**src/rtl/mem_port_arbiter_pkg.sv**
```systemverilog
// Shared types and constants for the fetch/data memory-port arbiter.
package mem_port_arbiter_pkg;

  localparam int unsigned ADDR_W = 32;
  localparam int unsigned DATA_W = 32;
  localparam int unsigned BM_W   = 5;
  // Wide enough for ACCESS_CYCLES-1 and MAX_D_STREAK (both at most 15)
  localparam int unsigned CNT_W  = 4;

  // Whole-word access, no zero-extend: used for every instruction fetch
  localparam logic [BM_W-1:0] BYTEMODE_WORD = 5'b01111;

  typedef enum logic [1:0] {
    IDLE   = 2'd0,
    ACC_IF = 2'd1,
    ACC_D  = 2'd2
  } state_e;

  // One MMU access as presented on the shared port
  typedef struct packed {
    logic              read;
    logic              write;
    logic [ADDR_W-1:0] addr;
    logic [DATA_W-1:0] wdata;
    logic [BM_W-1:0]   bytemode;
  } mmu_req_t;

endpackage

```
**src/rtl/mem_port_arbiter.sv**
```systemverilog
// Shares the single MMU port between instruction fetch and data memory.
// Data has priority; a saturating streak counter lets a waiting fetch in
// after MAX_D_STREAK consecutive data grants.
module mem_port_arbiter
  import mem_port_arbiter_pkg::*;
#(
  parameter int unsigned ACCESS_CYCLES = 1,
  parameter int unsigned MAX_D_STREAK  = 4
) (
  input  logic              clk,
  input  logic              rst_n,
  input  logic              if_req,
  input  logic [ADDR_W-1:0] if_addr,
  output logic              if_gnt,
  output logic              if_rvalid,
  output logic [DATA_W-1:0] if_rdata,
  input  logic              d_req,
  input  logic              d_we,
  input  logic [ADDR_W-1:0] d_addr,
  input  logic [DATA_W-1:0] d_wdata,
  input  logic [BM_W-1:0]   d_bytemode,
  output logic              d_gnt,
  output logic              d_rvalid,
  output logic [DATA_W-1:0] d_rdata,
  output logic              mmu_read,
  output logic              mmu_write,
  output logic [ADDR_W-1:0] mmu_addr,
  output logic [DATA_W-1:0] mmu_wdata,
  output logic [BM_W-1:0]   mmu_bytemode,
  input  logic [DATA_W-1:0] mmu_rdata,
  output logic              busy
);

  localparam logic [CNT_W-1:0] CNT_LOAD   = CNT_W'(ACCESS_CYCLES - 1);
  localparam logic [CNT_W-1:0] STREAK_MAX = CNT_W'(MAX_D_STREAK);

  state_e           state_q;
  state_e           state_d;
  logic [CNT_W-1:0] cnt_q;
  logic [CNT_W-1:0] streak_q;
  mmu_req_t         mmu_q;
  mmu_req_t         grant_req;
  logic             arb_point;

  // State register
  always_ff @(posedge clk or negedge rst_n) begin
    if (!rst_n) begin
      state_q <= IDLE;
    end else begin
      state_q <= state_d;
    end
  end

  // Arbitration: decide at IDLE or in the last cycle of an access
  always_comb begin
    state_d   = state_q;
    if_gnt    = 1'b0;
    d_gnt     = 1'b0;
    arb_point = (state_q == IDLE) || (cnt_q == '0);
    if (arb_point) begin
      state_d = IDLE;
      if (d_req && !(if_req && (streak_q == STREAK_MAX))) begin
        d_gnt   = 1'b1;
        state_d = ACC_D;
      end else if (if_req) begin
        if_gnt  = 1'b1;
        state_d = ACC_IF;
      end
    end
  end

  // Request bundle captured at the grant edge
  always_comb begin
    grant_req = '0;
    if (d_gnt) begin
      grant_req.read     = ~d_we;
      grant_req.write    = d_we;
      grant_req.addr     = d_addr;
      grant_req.wdata    = d_wdata;
      grant_req.bytemode = d_bytemode;
    end else if (if_gnt) begin
      grant_req.read     = 1'b1;
      grant_req.addr     = if_addr;
      grant_req.bytemode = BYTEMODE_WORD;
    end
  end

  // Latched MMU request and access-length countdown
  always_ff @(posedge clk or negedge rst_n) begin
    if (!rst_n) begin
      mmu_q <= '0;
      cnt_q <= '0;
    end else if (d_gnt || if_gnt) begin
      mmu_q <= grant_req;
      cnt_q <= CNT_LOAD;
    end else if (arb_point) begin
      mmu_q <= '0;
      cnt_q <= '0;
    end else begin
      cnt_q <= cnt_q - CNT_W'(1);
    end
  end

  // Completion: capture read data and pulse the matching rvalid
  always_ff @(posedge clk or negedge rst_n) begin
    if (!rst_n) begin
      if_rvalid <= 1'b0;
      if_rdata  <= '0;
      d_rvalid  <= 1'b0;
      d_rdata   <= '0;
    end else begin
      if_rvalid <= 1'b0;
      d_rvalid  <= 1'b0;
      if (arb_point && (state_q == ACC_IF)) begin
        if_rvalid <= 1'b1;
        if_rdata  <= mmu_rdata;
      end
      if (arb_point && (state_q == ACC_D)) begin
        d_rvalid <= 1'b1;
        if (mmu_q.read) begin
          d_rdata <= mmu_rdata;
        end
      end
    end
  end

  // Consecutive data grants seen while a fetch waits
  always_ff @(posedge clk or negedge rst_n) begin
    if (!rst_n) begin
      streak_q <= '0;
    end else if (!if_req || if_gnt) begin
      streak_q <= '0;
    end else if (d_gnt && (streak_q != STREAK_MAX)) begin
      streak_q <= streak_q + CNT_W'(1);
    end
  end

  assign mmu_read     = mmu_q.read;
  assign mmu_write    = mmu_q.write;
  assign mmu_addr     = mmu_q.addr;
  assign mmu_wdata    = mmu_q.wdata;
  assign mmu_bytemode = mmu_q.bytemode;
  assign busy         = (state_q != IDLE);

endmodule

```
**config.mk**
```make
export PLATFORM = sky130hd
export DESIGN_NAME = mem_port_arbiter
export DESIGN_NICKNAME = d
export VERILOG_FILES = /design/src/rtl/mem_port_arbiter_pkg.sv /design/src/rtl/mem_port_arbiter.sv
export SDC_FILE = /design/constraint.sdc
export NUM_CORES = 1
export LEC_CHECK = 0
export ABC_AREA = 0
export BUFFER_PORTS_ARGS = -buffer_cell sky130_fd_sc_hd__buf_2
export CAP_MARGIN = 25
export CORE_MARGIN = 3
export CORE_UTILIZATION = 51
export CTS_BUF_LIST = sky130_fd_sc_hd__clkbuf_16
export CTS_CLUSTER_DIAMETER = 200
export DETAILED_ROUTE_END_ITERATION = 8
export GPL_ROUTABILITY_DRIVEN = 0
export PLACE_DENSITY_LB_ADDON = 0.05
export REMOVE_ABC_BUFFERS = 1
export SYNTH_ARGS = -nofsm -noshare
export SYNTH_HDL_FRONTEND = slang
export SYNTH_SLANG_ARGS = --single-unit
```
**constraint.sdc**
```tcl
create_clock -name clk -period 3.8 [get_ports clk]
set_clock_uncertainty 0.05 [all_clocks]
set_input_delay 0.19 -clock clk [delete_from_list [all_inputs] [get_ports clk]]
set_output_delay 0.19 -clock clk [all_outputs]
set_load 0.02 [all_outputs]
```
==> summary.txt, run 1 <==
Pwr
  • Leak: 4.47 nW
  • Cell Pwr Density: 470 nW/µm²
  • Final Total Pwr: 4.17 mW
  • Max VDD drop: 232 µV

Floorplan
  • Die area: 13,700 µm²
  • Starting density of the core: 53.6%
  • Die width: 117 µm
  • Die Y: 117 µm
  • I/O Pins: 278
  • Rows: 39
  • Core ar.: 11,700 µm²

Global route
  • Global-route wire length before repair: 27,600 µm
  • Largest net degree at the start of global routing: 95
  • Vias in the first global route: 5,557
  • GRT overflow: 0
  • Total track usage: 25.9%
  • Initial antenna violation count: 1

Timing
  • Setup ws final: 0.707 ns
  • Final Hold Vio Count: 0
  • Final setup viols: 0
  • Max-Slew Margin vs Limit: 37.6%
  • Fmax: 323 MHz
  • Slew @ Worst Pin: 0.932 ns
  • Hold_ws: 0.0300 ns
  • RSZ-0062 raised after global routing: no
  • Final Max Slew Viols: 0
  • Minimum clock period: 3.09 ns
  • TNS Setup: 0 ns
  • Crit share post-route: 81.4%

Min path
  • Hold Path Origin: d_bytemode[2]
  • HP Class: input port to register

Drt
  • Routed Antenna Nets: 0
  • Avg WL per Cell: 17.9 µm
  • DRT iter0 DRCs: 375
  • Vias per cell: 5.44
  • Post-Route WL: 18,000 µm
  • TritonRoute pass-1 iters: 4
  • Vias post-DR: 5,454
  • DRC viols: 0

Final layout
  • Commonest non-fill, non-tap cell in the layout: buf_2
  • Core Util, Final: 75.7%
  • Area grow syn2layout: 41.2%
  • Post-Layout Cell Count: 1,002
  • Commonest cells after routing, fill and taps aside: buf_2 (276), dfrtp_1 (147), nand2_1 (73)
  • Final instance area: 8860 µm²
  • Final net count: 989
  • Layout cell share with drive strength beyond 1: 41.0%

Yosys
  • #FFs+latches synth: 147
  • Synth area leaders: dfrtp_1 (59%), mux2_2 (6.1%), mux2_1 (5.4%)
  • Synth Cell Area: 6270 µm²
  • Post-Synthesis Cells: 520
  • Synth area leader: dfrtp_1
  • Yosys cell types: 37
  • Yosys top cell area share: 58.6%
  • Sequential area share after synthesis: 58.6%
  • Syn avg cell area: 12.1 µm²
  • Syn. warnings: 0

Placed design
  • Port-buffer cells: 277
  • DP Cell Count: 904
  • Post-detail-place hpwl: 11,900 µm
  • Pre-CTS setup slack: 1.15 ns
  • Post-DP Area: 7680 µm²

CTS
  • Worst skew pair latency: 0.41 ns
  • Reg clk slew, reported paths: 0.05 ns
  • Clk sink count: 147
  • Clock Path Buffers: 2
  • Total CTS buffers: 17
  • CTS root buf: clkbuf_16
  • Post_cts resized: 0
  • CTS tree: built
  • CTS H-tree lvls: 4

Worst setup path
  • CP arrival: 2.85 ns
  • Worst r2r src: cnt_q[0]$_DFF_PN0_
  • Reg2Reg Setup Slack: 1.28 ns
  • Critical path launch point: cnt_q[0]$_DFF_PN0_
  • Critical Path RT: 3.56 ns
  • Max FO, Critical Path: 34
  • CP startpoint kind: register
  • Crit path capture type: primary output
  • Crit Path Class: register to primary output

Flow run
  • Max-Cap Viols: 0

Run status
  • Status: complete, no violations
## routing by layer
layer,track usage [%],wire length (µm),vias up,share of wire [%]
met1,30.2,6970,2658,39
li1,-,-,2542,-
met3,5.50,1060,36,5.9
met4,11.6,459,0,2.6
met2,45.9,9470,218,53
met5,0,0,-,0
## path summary, 6_finish.rpt
| check | cells past startpoint | endpoint |
|---|---|---|
| max | 7 | d_gnt |
| min | 3 | mmu_bytemode[2]$_DFFE_PN0P_ |
| max reg2reg | 7 | mmu_wdata[6]$_DFFE_PN0P_ |
| min reg2reg | 1 | cnt_q[0]$_DFF_PN0_ |
| max in group asynchronous | 3 | mmu_bytemode[0]$_DFFE_PN0P_ |
| min in group asynchronous | 2 | if_rdata[27]$_DFFE_PN0P_ |
## state kept, by name, summed over array words and instances, names as in the netlist
signal and count:
mmu_addr 32, streak_q 4, mmu_write 1, cnt_q 4, d_rdata 32, mmu_bytemode 5, if_rvalid 1, mmu_wdata 32
state_q 2, d_rvalid 1, mmu_read 1, if_rdata 32
## kinds of logic (layout without fill, tap and decap cells)
logic type,after synthesis,after routing,synth area share (%)
XOR/XNOR,2,2,0.279
AO/OA/AOI/OAI,145,145,16.6
flip-flops,147,147,58.6
adder cells (fa/ha/maj),4,4,0.798
buffers and inverters,54,391,4.43
other,0,2,0
multiplexers,64,64,11.5
AND/OR/NAND/NOR,104,104,7.84
## Yosys cell counts, drive strengths merged
cell,count
nor3,5
o22ai,34
o211ai,2
nor3b,2
a21oi,33
xnor2,2
ha,4
nor2,8
nand3,3
clkbuf,22
a32o,1
mux2,64
nand4,2
dfrtp,147
and3b,1
nand3b,1
a31oi,4
o22a,32
inv,8
a31o,1
nand2,74
a22o,34
nor2b,1
o21ai,3
and4b,3
or3b,2
nand4b,1
buf,24
and2,1
o32ai,1
## timing repair
item	in CTS	in global routing
hold buffers	67	0
setup buffers	0	0
endpoints found under the hold margin	190	0
## final cells by class
cell class,instances,area [µm²]
Inverter,8,30.0
Timing Repair Buffer,354,2140
Antenna cell,2,5.00
Fill cell,826,2850
Tap cell,143,179
Clock inverter,12,80.1
Multi-Input combinational cell,319,2330
Clock buffer,17,425
Sequential cell,147,3680
## critical path, stage by stage (launching register included)
cell and delay (ns):
dfrtp_1 0.39, inv_1 0.08, ha_1 0.16, nor3b_4 0.37
buf_4 0.42, o211ai_1 0.23, inv_2 0.49, buf_2 0.27
## power by group
group	internal (mW)	total (mW)	switching, mW
registers	1.75	1.84	0.0946
logic	0.366	0.876	0.510
clock network	0.866	1.45	0.580
total	2.98	4.17	1.18
(Power assumes the default switching activity.)
==> run 2, diff against run 1 <==
--- a/config.mk
+++ b/config.mk
@@ -5,11 +5,11 @@
 export SDC_FILE = /design/constraint.sdc
 export NUM_CORES = 1
 export LEC_CHECK = 0
-export ABC_AREA = 0
+export ABC_AREA = 1
 export BUFFER_PORTS_ARGS = -buffer_cell sky130_fd_sc_hd__buf_2
 export CAP_MARGIN = 25
 export CORE_MARGIN = 3
-export CORE_UTILIZATION = 51
+export CORE_UTILIZATION = 47
 export CTS_BUF_LIST = sky130_fd_sc_hd__clkbuf_16
 export CTS_CLUSTER_DIAMETER = 200
 export DETAILED_ROUTE_END_ITERATION = 8
==> constraint.sdc (replaced) <==
create_clock -name clk -period 2.9 [get_ports clk]
set_clock_uncertainty 0.05 [all_clocks]
set_input_delay 0.145 -clock clk [delete_from_list [all_inputs] [get_ports clk]]
set_output_delay 0.145 -clock clk [all_outputs]
set_load 0.02 [all_outputs]
==> run 2 against run 1 <==
Critical path depth rose by 2. Power rose by 37%. Global-route usage rose by 1.6 points. Worst setup slack got worse by 0.30 ns. Utilization rose by 0.58 points. Count of clock-buffer cells in the layout did not move. Synthesized cell count rose by 23%. Routed wire length rose by 5.9%. Clock power rose by 46%. Combinational power rose by 34%.
==> summary.txt, run 2 <==
Global route
  • Initial antenna violation count: 0 (-1)
  • Grt peak-use layer: met2
  • Largest net degree at the start of global routing: 72 (-24%)
  • Met2 Usage GRT: 46.6% (+0.76 points)
  • Global-route wire length before repair: 30,900 µm (+12%)
  • Vias in the first global route: 6,270 (+13%)
  • GRT overflow: 0 (unchanged)
  • Met1 usage: 31.4% (+1.1 points)
  • Global Route met3 Usage: 7.94% (+2.4 points)
  • Total track usage: 27.5% (+1.6 points)

Flow run
  • Max-Cap Viols: 0 (unchanged)

Yosys
  • Sequential area share after synthesis: 61.5% (+2.9 points)
  • Commonest cells post-synth: nand2_1 (281), dfrtp_1 (147), nand3_1 (44), inv_1 (42), o21ai_0 (35)
  • Yosys top cell area share: 61.5% (+2.9 points)
  • Post-Synthesis Cells: 641 (+23%)
  • EDFF count, synth: 0 (unchanged)
  • Synth area leader: dfrtp_1
  • Yosys cell types: 29 (-22%)
  • Synth Cell Area: 5980 µm² (-4.7%)
  • #FFs+latches synth: 147 (unchanged)
  • Syn avg cell area: 9.33 µm² (-23%)
  • Post-synth ARST share: 100% (unchanged)
  • Synth area leaders: dfrtp_1 (62%), nand2_1 (18%), nand3_1 (3.7%)
  • Syn. warnings: 0 (unchanged)
  • Top_reg_cell synth: dfrtp_1
  • Most common cell in the netlist: nand2_1

Pwr
  • Final Total Pwr: 5.69 mW (+37%)
  • Combinational share of power: 20.5% (-0.5 points)
  • Cell-internal power: 4.07 mW (+37%)
  • Clk pwr share: 37.3% (+2.6 points)
  • Leak: 5.15 nW (+15%)
  • Switching part of the total: 28.4% (-0.069 points)
  • Sequential share of power: 42.2% (-2.1 points)
  • Max VDD drop: 345 µV (+49%)
  • Cell Pwr Density: 611 nW/µm² (+30%)
  • Switch Pwr: 1.61 mW (+36%)

Final layout
  • Area grow syn2layout: 55.8%
  • Final net count: 1,187 (+20%)
  • Commonest non-fill, non-tap cell in the layout: nand2_1
  • Number of antenna diodes: 0 (-2)
  • Commonest cells after routing, fill and taps aside: nand2_1 (281), buf_2 (276), dfrtp_1 (147)
  • Layout cell share with drive strength beyond 1: 31.6% (-9.4 points)
  • Post-Layout Cell Count: 1,226 (+22%)
  • Fillers: 846 (+2.4%)

Min path
  • HP Class: input port to register
  • WHS Endpoint: mmu_read$_DFFE_PN0P_
  • Hold Path Origin: d_req
  • Hold depth: 3 (unchanged)

Timing
  • Slew @ Worst Pin: 0.772 ns (-0.160 ns)
  • TNS Setup: 0 ns (unchanged)
  • Minimum clock period: 2.49 ns
  • Fmax: 402 MHz
  • Final setup viols: 0 (unchanged)
  • Final Hold Vio Count: 0 (unchanged)
  • Max-Slew Margin vs Limit: 48.6% (+11 points)
  • RSZ-0062 raised after global routing: no
  • Crit share post-route: 85.8%
  • Final Max Slew Viols: 0 (unchanged)

Floorplan
  • Die area: 14,100 µm² (+3.2%)
  • Starting density of the core: 49.0% (-4.6 points)
  • I/O Pins: 278 (unchanged)
  • Rows: 40 (+2.6%)
  • Core ar.: 12,200 µm² (+4.3%)
  • Die width: 119 µm (+1.6%)
  • Die Y: 119 µm (+1.6%)

Worst setup path
  • CP arrival: 2.78 ns (-0.07 ns)
  • Critical Path RT: 3.19 ns (-0.37 ns)
  • CP startpoint kind: register
  • RR Endpoint: mmu_addr[19]$_DFFE_PN0P_
  • Crit path capture type: register
  • Crit Path Class: register to register
  • Worst r2r src: cnt_q[0]$_DFF_PN0_
  • Reg2Reg Setup Slack: 0.41 ns (-0.87 ns)
  • Cell count of the worst reg-to-reg path: 9 (+2)
  • Max FO, Critical Path: 71 (+110%)

Drt
  • Vias per cell: 4.89 (-10%)
  • DRT iter0 DRCs: 501 (+34%)
  • TritonRoute pass-1 iters: 5 (+1)
  • Post-Route WL: 19,000 µm (+5.9%)
  • Vias post-DR: 5,997 (+10%)
  • Routed Antenna Nets: 0 (unchanged)
  • Avg WL per Cell: 15.5 µm (-13%)
  • DRC viols: 0 (unchanged)

CTS
  • Worst skew pair latency: 0.41 ns (about the same)
  • Clk sink count: 147 (unchanged)
  • Post_cts resized: 0 (unchanged)
  • CTS H-tree lvls: 4 (unchanged)
  • CTS tree: built
  • Clock Path Buffers: 2 (unchanged)
  • Total CTS buffers: 17 (unchanged)
  • CTS root buf: clkbuf_16
  • Reg clk slew, reported paths: 0.06 ns (about the same)

Run status
  • Status: complete, no violations

Placed design
  • Post-detail-place hpwl: 11,700 µm (-1.1%)
  • Port-buffer cells: 277 (unchanged)
  • DP Cell Count: 1,059 (+17%)
-- run 2: cell count changes after synthesis, sizes merged, moves of 19 or more --
cell | before | now
mux2 | 64 | 0
o21ai | 3 | 67
nand3 | 3 | 46
o22ai | 34 | 0
a22o | 34 | 0
nand2 | 74 | 284
clkbuf | 22 | 3
inv | 8 | 45
o22a | 32 | 0
a21oi | 33 | 3
-- run 2: cell families after synthesis --
kind of cell,synth area share (%)
buffers and inverters,7.22
adder cells (fa/ha/maj),0.837
AND/OR/NAND/NOR,23.1
AO/OA/AOI/OAI,6.99
XOR/XNOR,0.293
flip-flops,61.5
-- run 2: power groups by stage --
stage                     Sequential [mW]  Clock (mW)  Combinational, mW
after floorplan                      2.71           0              0.247
after global placement               2.42           0              0.984
after detailed placement             2.43           0               1.00
after CTS                            2.40        2.17               1.16
after global routing                 2.43        2.27               1.26
final                                2.40        2.12               1.17
-- run 2: how the worst max path moves through the flow --
stage | start | to | slack (ns) | cells after the start
final | cnt_q[0]$_DFF_PN0_ | mmu_addr[19]$_DFFE_PN0P_ | 0.41 | 9
after global routing | cnt_q[0]$_DFF_PN0_ | mmu_addr[0]$_DFFE_PN0P_ | 0.27 | 9
after CTS | cnt_q[0]$_DFF_PN0_ | d_gnt | 0.50 | 7
after detailed placement | cnt_q[0]$_DFF_PN0_ | d_gnt | 0.95 | 7
after global placement | cnt_q[0]$_DFF_PN0_ | d_gnt | 1.0 | 7
after floorplan | state_q[1]$_DFFE_PN0P_ | if_rdata[0]$_DFFE_PN0P_ | 0.47 | 5
-- run 2: repair_timing --
item | 4_1_cts | 5_1_grt
buffers inserted | 0 | 0
hold buffers | 135 | 0
endpoints found under the hold margin | 182 | 0
-- run 2: worst max-delay path: stages (launching register included) --
cell	delay (ns)
dfrtp_1	0.39
inv_1	0.08
ha_1	0.14
nand2_1	0.09
nand2_2	0.23
nand3_4	0.15
inv_6	0.41
nand2_1	0.14
nand3_1	0.13
dlygate4sd3_1	0.57
-- run 2: metal layers --
layer	part of all wire (%)	wire [µm]	vias up
li1	-	-	2809
met4	4.0	769	0
met3	7.6	1450	67
met2	51	9630	309
met5	0	0	-
met1	38	7150	2812
-- run 2: cell type report --
class | instances | area [µm²] | area share [%]
repair buffers | 416 | 2800 | 30.1
clock inverters | 15 | 149 | 1.60
well taps | 168 | 210 | 2.26
clock buffers | 17 | 425 | 4.57
multi-input cells | 418 | 1870 | 20.1
inverters | 45 | 176 | 1.89
flip-flops and latches | 147 | 3680 | 39.5
-- run 2: stage by stage --
step	worst slack, ns	util [%]	hold slack [ns]	area, µm²
finish	0.411	76.3	0.0847	9310
detailed placement	0.948	60.5	0.0677	7390
global placement	0.999	60.5	0.0598	7390
floorplan	0.469	-	-0.201	5720
global route	0.270	76.3	0.0739	9310
CTS	0.498	76.3	0.0622	9310
